**src/rtl/mul_pkg.sv**
```systemverilog
// Shared constants for the sequential 64x64 multiplier: FSM encoding and timing.
package mul_pkg;

  localparam logic [1:0] S_IDLE = 2'd0;
  localparam logic [1:0] S_RUN  = 2'd1;
  localparam logic [1:0] S_FIX  = 2'd2;
  localparam logic [1:0] S_DONE = 2'd3;

  localparam int unsigned ITER_LAST = 63;
  localparam int unsigned MUL_LAT   = 65;

endpackage

```
**src/rtl/adder64.sv**
```systemverilog
// Plain 64-bit ripple/carry adder shared with the datapath; used here for accumulation.
module adder64 (
  input  logic [63:0] a,
  input  logic [63:0] b,
  input  logic        cin,
  output logic [63:0] sum,
  output logic        cout
);

  assign {cout, sum} = {1'b0, a} + {1'b0, b} + {64'b0, cin};

endmodule

```
**src/rtl/mul64_seq.sv**
```systemverilog
// Iterative shift-and-add 64x64 multiplier producing a 128-bit signed/unsigned product.
// Operands are reduced to magnitudes on accept; the sign is restored in a single fix-up cycle.
module mul64_seq
  import mul_pkg::*;
#(
  parameter int WIDTH = 64,
  parameter int CNT_W = 7
) (
  input  logic             clk,
  input  logic             rst_n,
  input  logic             in_valid,
  output logic             in_ready,
  input  logic             is_signed,
  input  logic [WIDTH-1:0] a,
  input  logic [WIDTH-1:0] b,
  output logic             out_valid,
  input  logic             out_ready,
  output logic [WIDTH-1:0] prod_hi,
  output logic [WIDTH-1:0] prod_lo,
  output logic             overflow
);

  logic [1:0]       state_q, state_d;
  logic [CNT_W-1:0] cnt_q, cnt_d;
  logic             neg_q, neg_d;
  logic             sgn_q, sgn_d;
  logic [63:0]      ma_q, ma_d;
  logic [63:0]      acc_hi_q, acc_hi_d;
  logic [63:0]      acc_lo_q, acc_lo_d;
  logic [63:0]      prod_hi_q, prod_hi_d;
  logic [63:0]      prod_lo_q, prod_lo_d;
  logic             ovf_q, ovf_d;

  logic [63:0]  add_sum;
  logic         add_cout;
  logic         step_c;
  logic [63:0]  step_s;
  logic [63:0]  a_mag, b_mag;
  logic [127:0] res_full;

  adder64 u_adder (
    .a    (acc_hi_q),
    .b    (ma_q),
    .cin  (1'b0),
    .sum  (add_sum),
    .cout (add_cout)
  );

  assign in_ready  = (state_q == S_IDLE);
  assign out_valid = (state_q == S_DONE);
  assign prod_hi   = prod_hi_q;
  assign prod_lo   = prod_lo_q;
  assign overflow  = ovf_q;

  always_comb begin
    state_d   = state_q;
    cnt_d     = cnt_q;
    neg_d     = neg_q;
    sgn_d     = sgn_q;
    ma_d      = ma_q;
    acc_hi_d  = acc_hi_q;
    acc_lo_d  = acc_lo_q;
    prod_hi_d = prod_hi_q;
    prod_lo_d = prod_lo_q;
    ovf_d     = ovf_q;

    a_mag    = (is_signed && a[63]) ? (~a + 64'd1) : a;
    b_mag    = (is_signed && b[63]) ? (~b + 64'd1) : b;
    step_c   = acc_lo_q[0] ? add_cout : 1'b0;
    step_s   = acc_lo_q[0] ? add_sum  : acc_hi_q;
    res_full = neg_q ? (~{acc_hi_q, acc_lo_q} + 128'd1) : {acc_hi_q, acc_lo_q};

    case (state_q)
      S_IDLE: begin
        if (in_valid) begin
          neg_d    = is_signed & (a[63] ^ b[63]);
          sgn_d    = is_signed;
          ma_d     = a_mag;
          acc_hi_d = 64'd0;
          acc_lo_d = b_mag;
          cnt_d    = '0;
          state_d  = S_RUN;
        end
      end
      S_RUN: begin
        // 129-bit {carry, sum, acc_lo} shifted right by one
        acc_hi_d = {step_c, step_s[63:1]};
        acc_lo_d = {step_s[0], acc_lo_q[63:1]};
        cnt_d    = cnt_q + 1'b1;
        if (cnt_q == CNT_W'(ITER_LAST)) state_d = S_FIX;
      end
      S_FIX: begin
        prod_hi_d = res_full[127:64];
        prod_lo_d = res_full[63:0];
        ovf_d     = sgn_q ? (res_full[127:64] != {64{res_full[63]}})
                          : (res_full[127:64] != 64'd0);
        state_d   = S_DONE;
      end
      default: begin
        if (out_ready) state_d = S_IDLE;
      end
    endcase
  end

  always_ff @(posedge clk) begin
    if (!rst_n) begin
      state_q   <= S_IDLE;
      cnt_q     <= '0;
      neg_q     <= 1'b0;
      sgn_q     <= 1'b0;
      ma_q      <= 64'd0;
      acc_hi_q  <= 64'd0;
      acc_lo_q  <= 64'd0;
      prod_hi_q <= 64'd0;
      prod_lo_q <= 64'd0;
      ovf_q     <= 1'b0;
    end else begin
      state_q   <= state_d;
      cnt_q     <= cnt_d;
      neg_q     <= neg_d;
      sgn_q     <= sgn_d;
      ma_q      <= ma_d;
      acc_hi_q  <= acc_hi_d;
      acc_lo_q  <= acc_lo_d;
      prod_hi_q <= prod_hi_d;
      prod_lo_q <= prod_lo_d;
      ovf_q     <= ovf_d;
    end
  end

endmodule

```
**config.mk**
```make
export PLATFORM = sky130hd
export DESIGN_NAME = mul64_seq
export DESIGN_NICKNAME = d
export VERILOG_FILES = /design/src/rtl/mul_pkg.sv /design/src/rtl/adder64.sv /design/src/rtl/mul64_seq.sv
export SDC_FILE = /design/constraint.sdc
export NUM_CORES = 1
export LEC_CHECK = 0
export BUFFER_PORTS_ARGS = -buffer_cell sky130_fd_sc_hd__buf_2
export CORE_MARGIN = 10
export CORE_UTILIZATION = 30
export CTS_CLUSTER_SIZE = 12
export DETAILED_ROUTE_END_ITERATION = 16
export SYNTH_ARGS = -nofsm -noshare
export SYNTH_HDL_FRONTEND = slang
export SYNTH_HIERARCHICAL = 1
export SYNTH_SLANG_ARGS = --single-unit
```
**constraint.sdc**
```tcl
create_clock -name clk -period 11.6 [get_ports clk]
set_input_delay 2.32 -clock clk [delete_from_list [all_inputs] [get_ports clk]]
set_output_delay 2.32 -clock clk [all_outputs]
set_load 0.01 [all_outputs]
```
==> results of run 1 <==
==> synthesized netlist by cell type (all sizes together), types with 5 or more instances <==
cell type,number,area [um2]
xnor2,115,1007
a21oi,264,1325
a41oi,5,62.56
nor3,60,300.3
o21bai,13,97.59
o211ai,14,115.1
and3,10,62.56
a31oi,16,100.1
mux2i,16,160.2
a311oi,14,128.9
o22ai,63,400.4
nor2,377,1415
o21ai,112,560.5
dfxtp,332,6646
buf,26,133.9
or3,55,344.1
nor4,57,399.1
a211oi,162,1226
mux2,63,709.4
and2,74,462.9
nor2b,14,87.58
a221oi,5,43.79
nor3b,5,37.54
o21a,9,67.56
nand4,53,331.6
a2111oi,5,81.33
nand2,230,865.8
nand2b,13,81.33
a21boi,6,45.05
or4,64,484.2
clkbuf,205,769.5
nand3,113,578.1
xor2,194,1699
a21o,32,240.2
nand3b,7,52.55
o31ai,62,504.2
inv,44,165.2
o41ai,46,444.2
ha,71,888.4
nand4b,9,78.83
or2,22,137.6
==> per-stage QoR <==
step | cells | utilization, % | total power [W]
final | 4292 | 34.46 | 0.006128
after global routing | 4291 | 34.46 | 0.006516
after CTS | 4287 | 34.44 | 0.006123
after detailed placement | 4218 | 32.79 | 0.004826
after global placement | 4218 | 32.79 | 0.004820
after floorplan | 3096 | - | 0.003838
==> cells by family after synthesis <==
logic type      after synthesis  share of synthesized area (%)
compound gates              851                          23.83
xor+xnor                    309                          11.41
fa+ha+maj                    73                          3.914
buf+inv                     275                          4.504
flops                       332                          28.02
mux                          79                          3.666
other cells                   1                        0.01581
simple gates               1176                          24.65
==> final cells by class <==
class	instances	area [um2]	area share, %
Antenna cell	5	12.51	0.04611
Inverter	44	172.7	0.6363
Tap cell	1050	1314	4.842
Timing Repair Buffer	303	1617	5.957
Sequential cell	332	6651	24.51
Multi-Input combinational cell	2489	16060	59.20
Clock buffer	54	1125	4.145
Clock inverter	15	180.2	0.6640
==> power breakdown <==
| part | switching, W | internal [W] | total (W) |
|---|---|---|---|
| combinational | 0.00191 | 0.00106 | 0.00297 |
| sequential | 0.000408 | 0.00147 | 0.00188 |
| clock | 0.000513 | 0.000766 | 0.00128 |
| total | 0.00283 | 0.00329 | 0.00613 |
==> layer usage <==
layer	global-route usage [%]	part of all wire (%)	up-vias	routed length, um
met5	0	0.12	-	112
met4	5.735	2.7	18	2574
met3	4.302	7.2	166	6924
met2	31.23	45	852	42990
met1	27.15	45	11280	43110
li1	-	-	11580	-
==> tightest hold or removal path: stages (launching register included) <==
cell and delay [ns]:
dfxtp_1 0.32, nand2_1 0.06, a21oi_1 0.05
==> state kept, by name, summed over array words and instances (netlist names), 2 cells and up <==
name      cells
prod_hi      64
ma_q         64
acc_lo_q     64
cnt_q         7
prod_lo      64
state_q       2
acc_hi_q     64
==> final timing paths <==
| path | start | to | slack (ns) | cells after the start |
|---|---|---|---|---|
| max | a[8] | ma_q[55] | 5.92 | 11 |
| min | ma_q[18] | ma_q[18] | 0.47 | 2 |
| max reg2reg | acc_lo_q[0] | overflow | 6.13 | 13 |
| min reg2reg | ma_q[18] | ma_q[18] | 0.47 | 2 |
==> placed cells by master, fill, tap and decap left out, types with 13 or more instances in the layout <==
master,count
a211oi_1,160
a21o_1,32
a21oi_1,263
a311oi_1,13
a31oi_1,16
and2_1,73
buf_2,263
buf_4,40
clkbuf_16,41
dfxtp_1,330
ha_1,69
inv_1,43
mux2_2,63
mux2i_1,16
nand2_1,228
nand3_1,112
nand4_1,53
nor2_1,377
nor2b_1,14
nor3_1,60
nor4_1,53
o21ai_0,104
o21bai_1,13
o22ai_1,62
o31ai_1,56
o41ai_1,42
or2_2,21
or3_1,55
or4_1,63
xnor2_1,115
xor2_1,194
==> metrics, run 1 <==
fin crit share 48.97%; clk slew on worst S/H paths approximately 0.060 ns; global-route wire length before repair 141900 um; I/O pins 264; Max Buffers Root-to-Sink 3; Core Footprint around 79000 um2; kind of critical path primary input to flip-flop; Syn Inst Count roughly 3100; prevailing post-synth register cell dfxtp_1; Setup WS pre-CTS approximately 5.4 ns; slew margin rel. 22.96%; status completed; fill count approximately 8400; Final Hold Viols 0; drt pass-1 iters 6; Critical Path Fanout Max 9; pin count of the biggest net entering global routing 134; Syn Std Cell Area about 24000 um2; Post-Route WL 95710 um; fin crit period 5.681 ns; Tot GR Track Use 19.95%; syn_area_per_cell around 7.7 um2; Critical Path End Type flip-flop; antenna-violating nets left 0; DP Area between 20000 and 30000 um2; Buffers on Ports about 260; Chip Width 301.2 um; P_leak 10.34 nW; Worst Path Arrival 6.15 ns; P&R area growth vs syn 14.38%; ys async rst share 0%; final setup fails 0; CTS Hold Bufs 0; fin. max-slew vios 0; Crit-path slowest cell nor3_1; setup TNS 0 ns; worst hold slack 0.4680 ns; vias in the first global route between 20000 and 25000; Clock Skews 0.01918 ns; setup bufs post-CTS 0; post-cts resize count 0; Initial Utilization 30.13%; grt total ovfl 0; Inserted Clock Buffers 40; Die Footprint just over 90000 um2; Yosys cell types 86; crit path launch type primary input; number of flops mapped to enable cells by yosys 0; Final #Nets roughly 3400; #FFs+latches synth 332; initial antenna violation count 19; syn nets 3302; Design Area, Final 27130 um2; Top Family by Delay on Critical Path simple AND/OR/NAND/NOR gates; Row Count 103; CTS tree done; FMAX 176.0 MHz; detailed placer's ending HPWL roughly 74000 um; most frequent CP cell or4_1; root buffer cell clkbuf_16; PD cells 225.8 nW/um2; clk sinks 332; MaxCap Viol Count 0; peak supply drop roughly 0.15 mV; share of cells above drive strength 1 15.17%; RSZ-0062 raised after global routing false; Iter 0 DRT Violations ~2300; vias per inst 5.568; YS warnings 6; DRC viols 0; Die Y 301.2 um; Tightest Pin Transition approximately 1.2 ns; CP bufs+invs 1; post-synthesis sequential area ratio between 20% and 30%; Req. time, crit path roughly 12 ns; HP Class flip-flop to flip-flop; GP Congestion between 0.9 and 1; H-tree Lvls 2; Clock Latency Late Sink around 0.56 ns; vias 23900; setup ws final 5.919 ns; critical path cell sequence buf_2, or4_1, or4_1, nor4_1, and3_1, nor2b_1, nand3b_1, nor3_1, a21oi_1, xnor2_1, a211oi_1; wire per inst roughly 22 um; Crit path largest cell delay 0.69 ns
Note: power is estimated with default switching activity, not from simulation.
==> inputs of run 2 (changes only) <==
--- a/config.mk
+++ b/config.mk
@@ -5,6 +5,7 @@
 export SDC_FILE = /design/constraint.sdc
 export NUM_CORES = 1
 export LEC_CHECK = 0
+export ABC_AREA = 1
 export BUFFER_PORTS_ARGS = -buffer_cell sky130_fd_sc_hd__buf_2
 export CORE_MARGIN = 10
 export CORE_UTILIZATION = 30
==> constraint.sdc (replaced) <==
create_clock -name clk -period 5.3 [get_ports clk]
set_input_delay 1.06 -clock clk [delete_from_list [all_inputs] [get_ports clk]]
set_output_delay 1.06 -clock clk [all_outputs]
set_load 0.01 [all_outputs]
==> metrics, run 2 <==
CTS tree done; Tightest Pin Transition 1.041 ns (-0.1151 ns); drt pass-1 iters 6 (unchanged); HP Class flip-flop to flip-flop; status completed; global-route wire length before repair 191200 um (+35%); Syn Inst Count 5100 (+65%); #FFs+latches synth 332 (unchanged); Post-Route WL 129200 um (+35%); Crit-path slowest cell dfxtp_4; Final #Nets 5477 (+60%); Chip Width 326.6 um (+8.4%); top cells by area, synth nand2_1, dfxtp_1, nor2_1; Die Y 326.6 um (+8.4%); final setup fails 0 (unchanged); number of flops mapped to enable cells by yosys 0 (unchanged); Tot GR Track Use 23.10% (+3.1 points); most frequent cells in the layout nand2_1, nor2_1, inv_1, dfxtp_1, buf_2; kind of critical path flip-flop to flip-flop; GP Congestion 1.009 (+4.5%); slew margin rel. 30.63% (+7.7 points); Inserted Clock Buffers 40 (unchanged); Critical Path End Type flip-flop; Iter 0 DRT Violations 3498 (+55%); P&R area growth vs syn 13.59%; Synth top area share 23.68% (-4.3 points); area leader, netlist nand2_1; vias 32900 (+38%); clk sinks 332 (unchanged); Post-Layout Cell Count 6555 (+53%); grt total ovfl 0 (unchanged); Core Footprint 93330 um2 (+19%); worst hold slack 0.4786 ns (+0.01064 ns); crit path launch type flip-flop; RSZ-0062 raised after global routing false; Critical Path Fanout Max 30 (+21); setup TNS 0 ns (unchanged); prevailing post-synth register cell dfxtp_1; worst reg2reg startpoint acc_lo_q[0]; fin crit period 3.485 ns; I/O pins 264 (unchanged); vias in the first global route 30140 (+36%); placed cell count 6483 (+54%); ys async rst share 0% (unchanged); Yosys cell types 55 (-36%); initial antenna violation count 8 (-11); Buffers on Ports 263 (unchanged); Synth top cells by count nand2_1, nor2_1, inv_1; share of cells above drive strength 1 8.741% (-6.4 points); wire per inst 19.70 um (-12%); vias per inst 5.020 (-9.9%); antenna-violating nets left 0 (unchanged); detailed placer's ending HPWL 107000 um (+46%); fin. max-slew vios 0 (unchanged); Reg2Reg Setup Slack 1.81 ns (-4.32 ns); Crit path largest cell delay 0.46 ns (-0.23 ns); YS warnings 6 (unchanged); Clock Skews 0.05010 ns (+0.03092 ns); Initial Utilization 30.22% (+0.092 points); Worst Path Arrival 3.93 ns (-2.22 ns); commonest non-fill, non-tap cell in the layout nand2_1; CTS Hold Bufs 0 (unchanged); Row Count 112 (+8.7%); most frequent CP cell nand2_1; post-synthesis sequential area ratio 23.57% (-4.5 points); cell with the most instances after synthesis nand2_1; Req. time, crit path 5.74 ns (-6.32 ns); PD cells 405.9 nW/um2 (+80%); post-cts resize count 0 (unchanged); r2r endpoint overflow; clk slew on worst S/H paths 0.07 ns (about the same); Worst Setup SP acc_lo_q[0]; worst setup path endpoint overflow; Final Hold Viols 0 (unchanged); Clock Latency Late Sink 0.60 ns (+0.04 ns); Syn Std Cell Area 28200 um2 (+19%); setup bufs post-CTS 0 (unchanged); reg2reg path depth 20 (+7); Die Footprint 106700 um2 (+18%); MaxCap Viol Count 0 (unchanged); Max Buffers Root-to-Sink 3 (unchanged); DRC viols 0 (unchanged); FMAX 286.9 MHz; P_leak 16.95 nW (+64%); H-tree Lvls 2 (unchanged); critical path cell sequence inv_1, nand2_1, nor2_2, nand2_1, nor2_1, nand2_1, nand2_2, nand2_1, nand2_1, nand2_1, nand2_1, nand2_1, nor2_1, nand2_1, nor2_1, nand3_1, nor2_1, nand2_1, nand2_1, a21oi_1; syn_area_per_cell 5.530 um2 (-28%); root buffer cell clkbuf_16; pin count of the biggest net entering global routing 219 (+63%); peak supply drop 0.3806 mV (+160%); syn nets 5306 (+61%); fin crit share between 60% and 70%
## run 2: cell count changes after synthesis, moves of 110 or more
cell,before,now
o21ai_0,104,233
xor2_1,194,84
nand2_1,229,1779
inv_1,44,713
nor2_1,377,771
a211oi_1,160,2
## run 2: worst min path at each step
| stage | start | endpoint | slack, ns | cells after the start |
|---|---|---|---|---|
| finish | cnt_q[5] | cnt_q[5] | 0.48 | 2 |
| global route | prod_hi[2] | prod_hi[2] | 0.49 | 2 |
| CTS | cnt_q[6] | cnt_q[6] | 0.48 | 2 |
| detailed placement | prod_lo[36] | prod_lo[36] | 0.46 | 2 |
| global placement | prod_hi[24] | prod_hi[24] | 0.46 | 2 |
| floorplan | cnt_q[6] | cnt_q[6] | 0.44 | 2 |
## run 2: cells by family (layout without fill, tap and decap cells)
family	count (synthesis)	after routing	synth area share, %
AO/OA/AOI/OAI	712	712	14.65
XOR/XNOR	119	119	3.695
adder cells (fa/ha/maj)	73	73	3.292
buffers and inverters	888	1085	11.86
flip-flops	332	332	23.57
other	1	5	0.01330
AND/OR/NAND/NOR	2975	2975	42.92
## run 2: worst max-delay path, delay by kind of cell (launching register included)
family,cells,cell delay [ns]
flip-flops,1,0.46
AO/OA/AOI/OAI,1,0.05
buffers and inverters,1,0.31
AND/OR/NAND/NOR,18,2.54
## run 2: cell type report
cell class | instances | area (um2)
Clock buffer | 55 | 1107
Sequential cell | 332 | 6654
Fill cell | 10720 | 61290
Inverter | 732 | 2754
Clock inverter | 13 | 171.4
Timing Repair Buffer | 285 | 1521
Tap cell | 1254 | 1569
Antenna cell | 4 | 10.01
Multi-Input combinational cell | 3880 | 18250
## run 2: stage by stage
| step | worst slack (ns) | utilization (%) | area (um2) | total power [W] |
|---|---|---|---|---|
| 2_1_floorplan | 2.393 | - | 28200 | 0.007679 |
| 3_3_place_gp | 1.718 | 32.95 | 30750 | 0.01011 |
| 3_5_place_dp | 1.682 | 32.95 | 30750 | 0.01015 |
| 4_1_cts | 1.973 | 34.32 | 32030 | 0.01296 |
| 5_1_grt | 1.576 | 34.33 | 32040 | 0.01390 |
| 6_report | 1.815 | 34.33 | 32040 | 0.01300 |
## run 2: layer usage
metal,up-vias,wire [um],global-route usage (%)
li1,16420,-,-
met1,15030,60820,33.75
met2,1301,54020,34.57
met3,151,11040,3.812
met4,0,3290,5.951
met5,-,0,0
## run 2: report_power, final
| part | total [W] | leakage (nW) | switching [W] | internal (W) |
|---|---|---|---|---|
| combinational | 0.00647 | 13.6 | 0.00457 | 0.00190 |
| sequential | 0.00374 | 2.72 | 0.000680 | 0.00306 |
| clock | 0.00279 | 0.619 | 0.00118 | 0.00161 |
| total | 0.0130 | 16.9 | 0.00643 | 0.00658 |
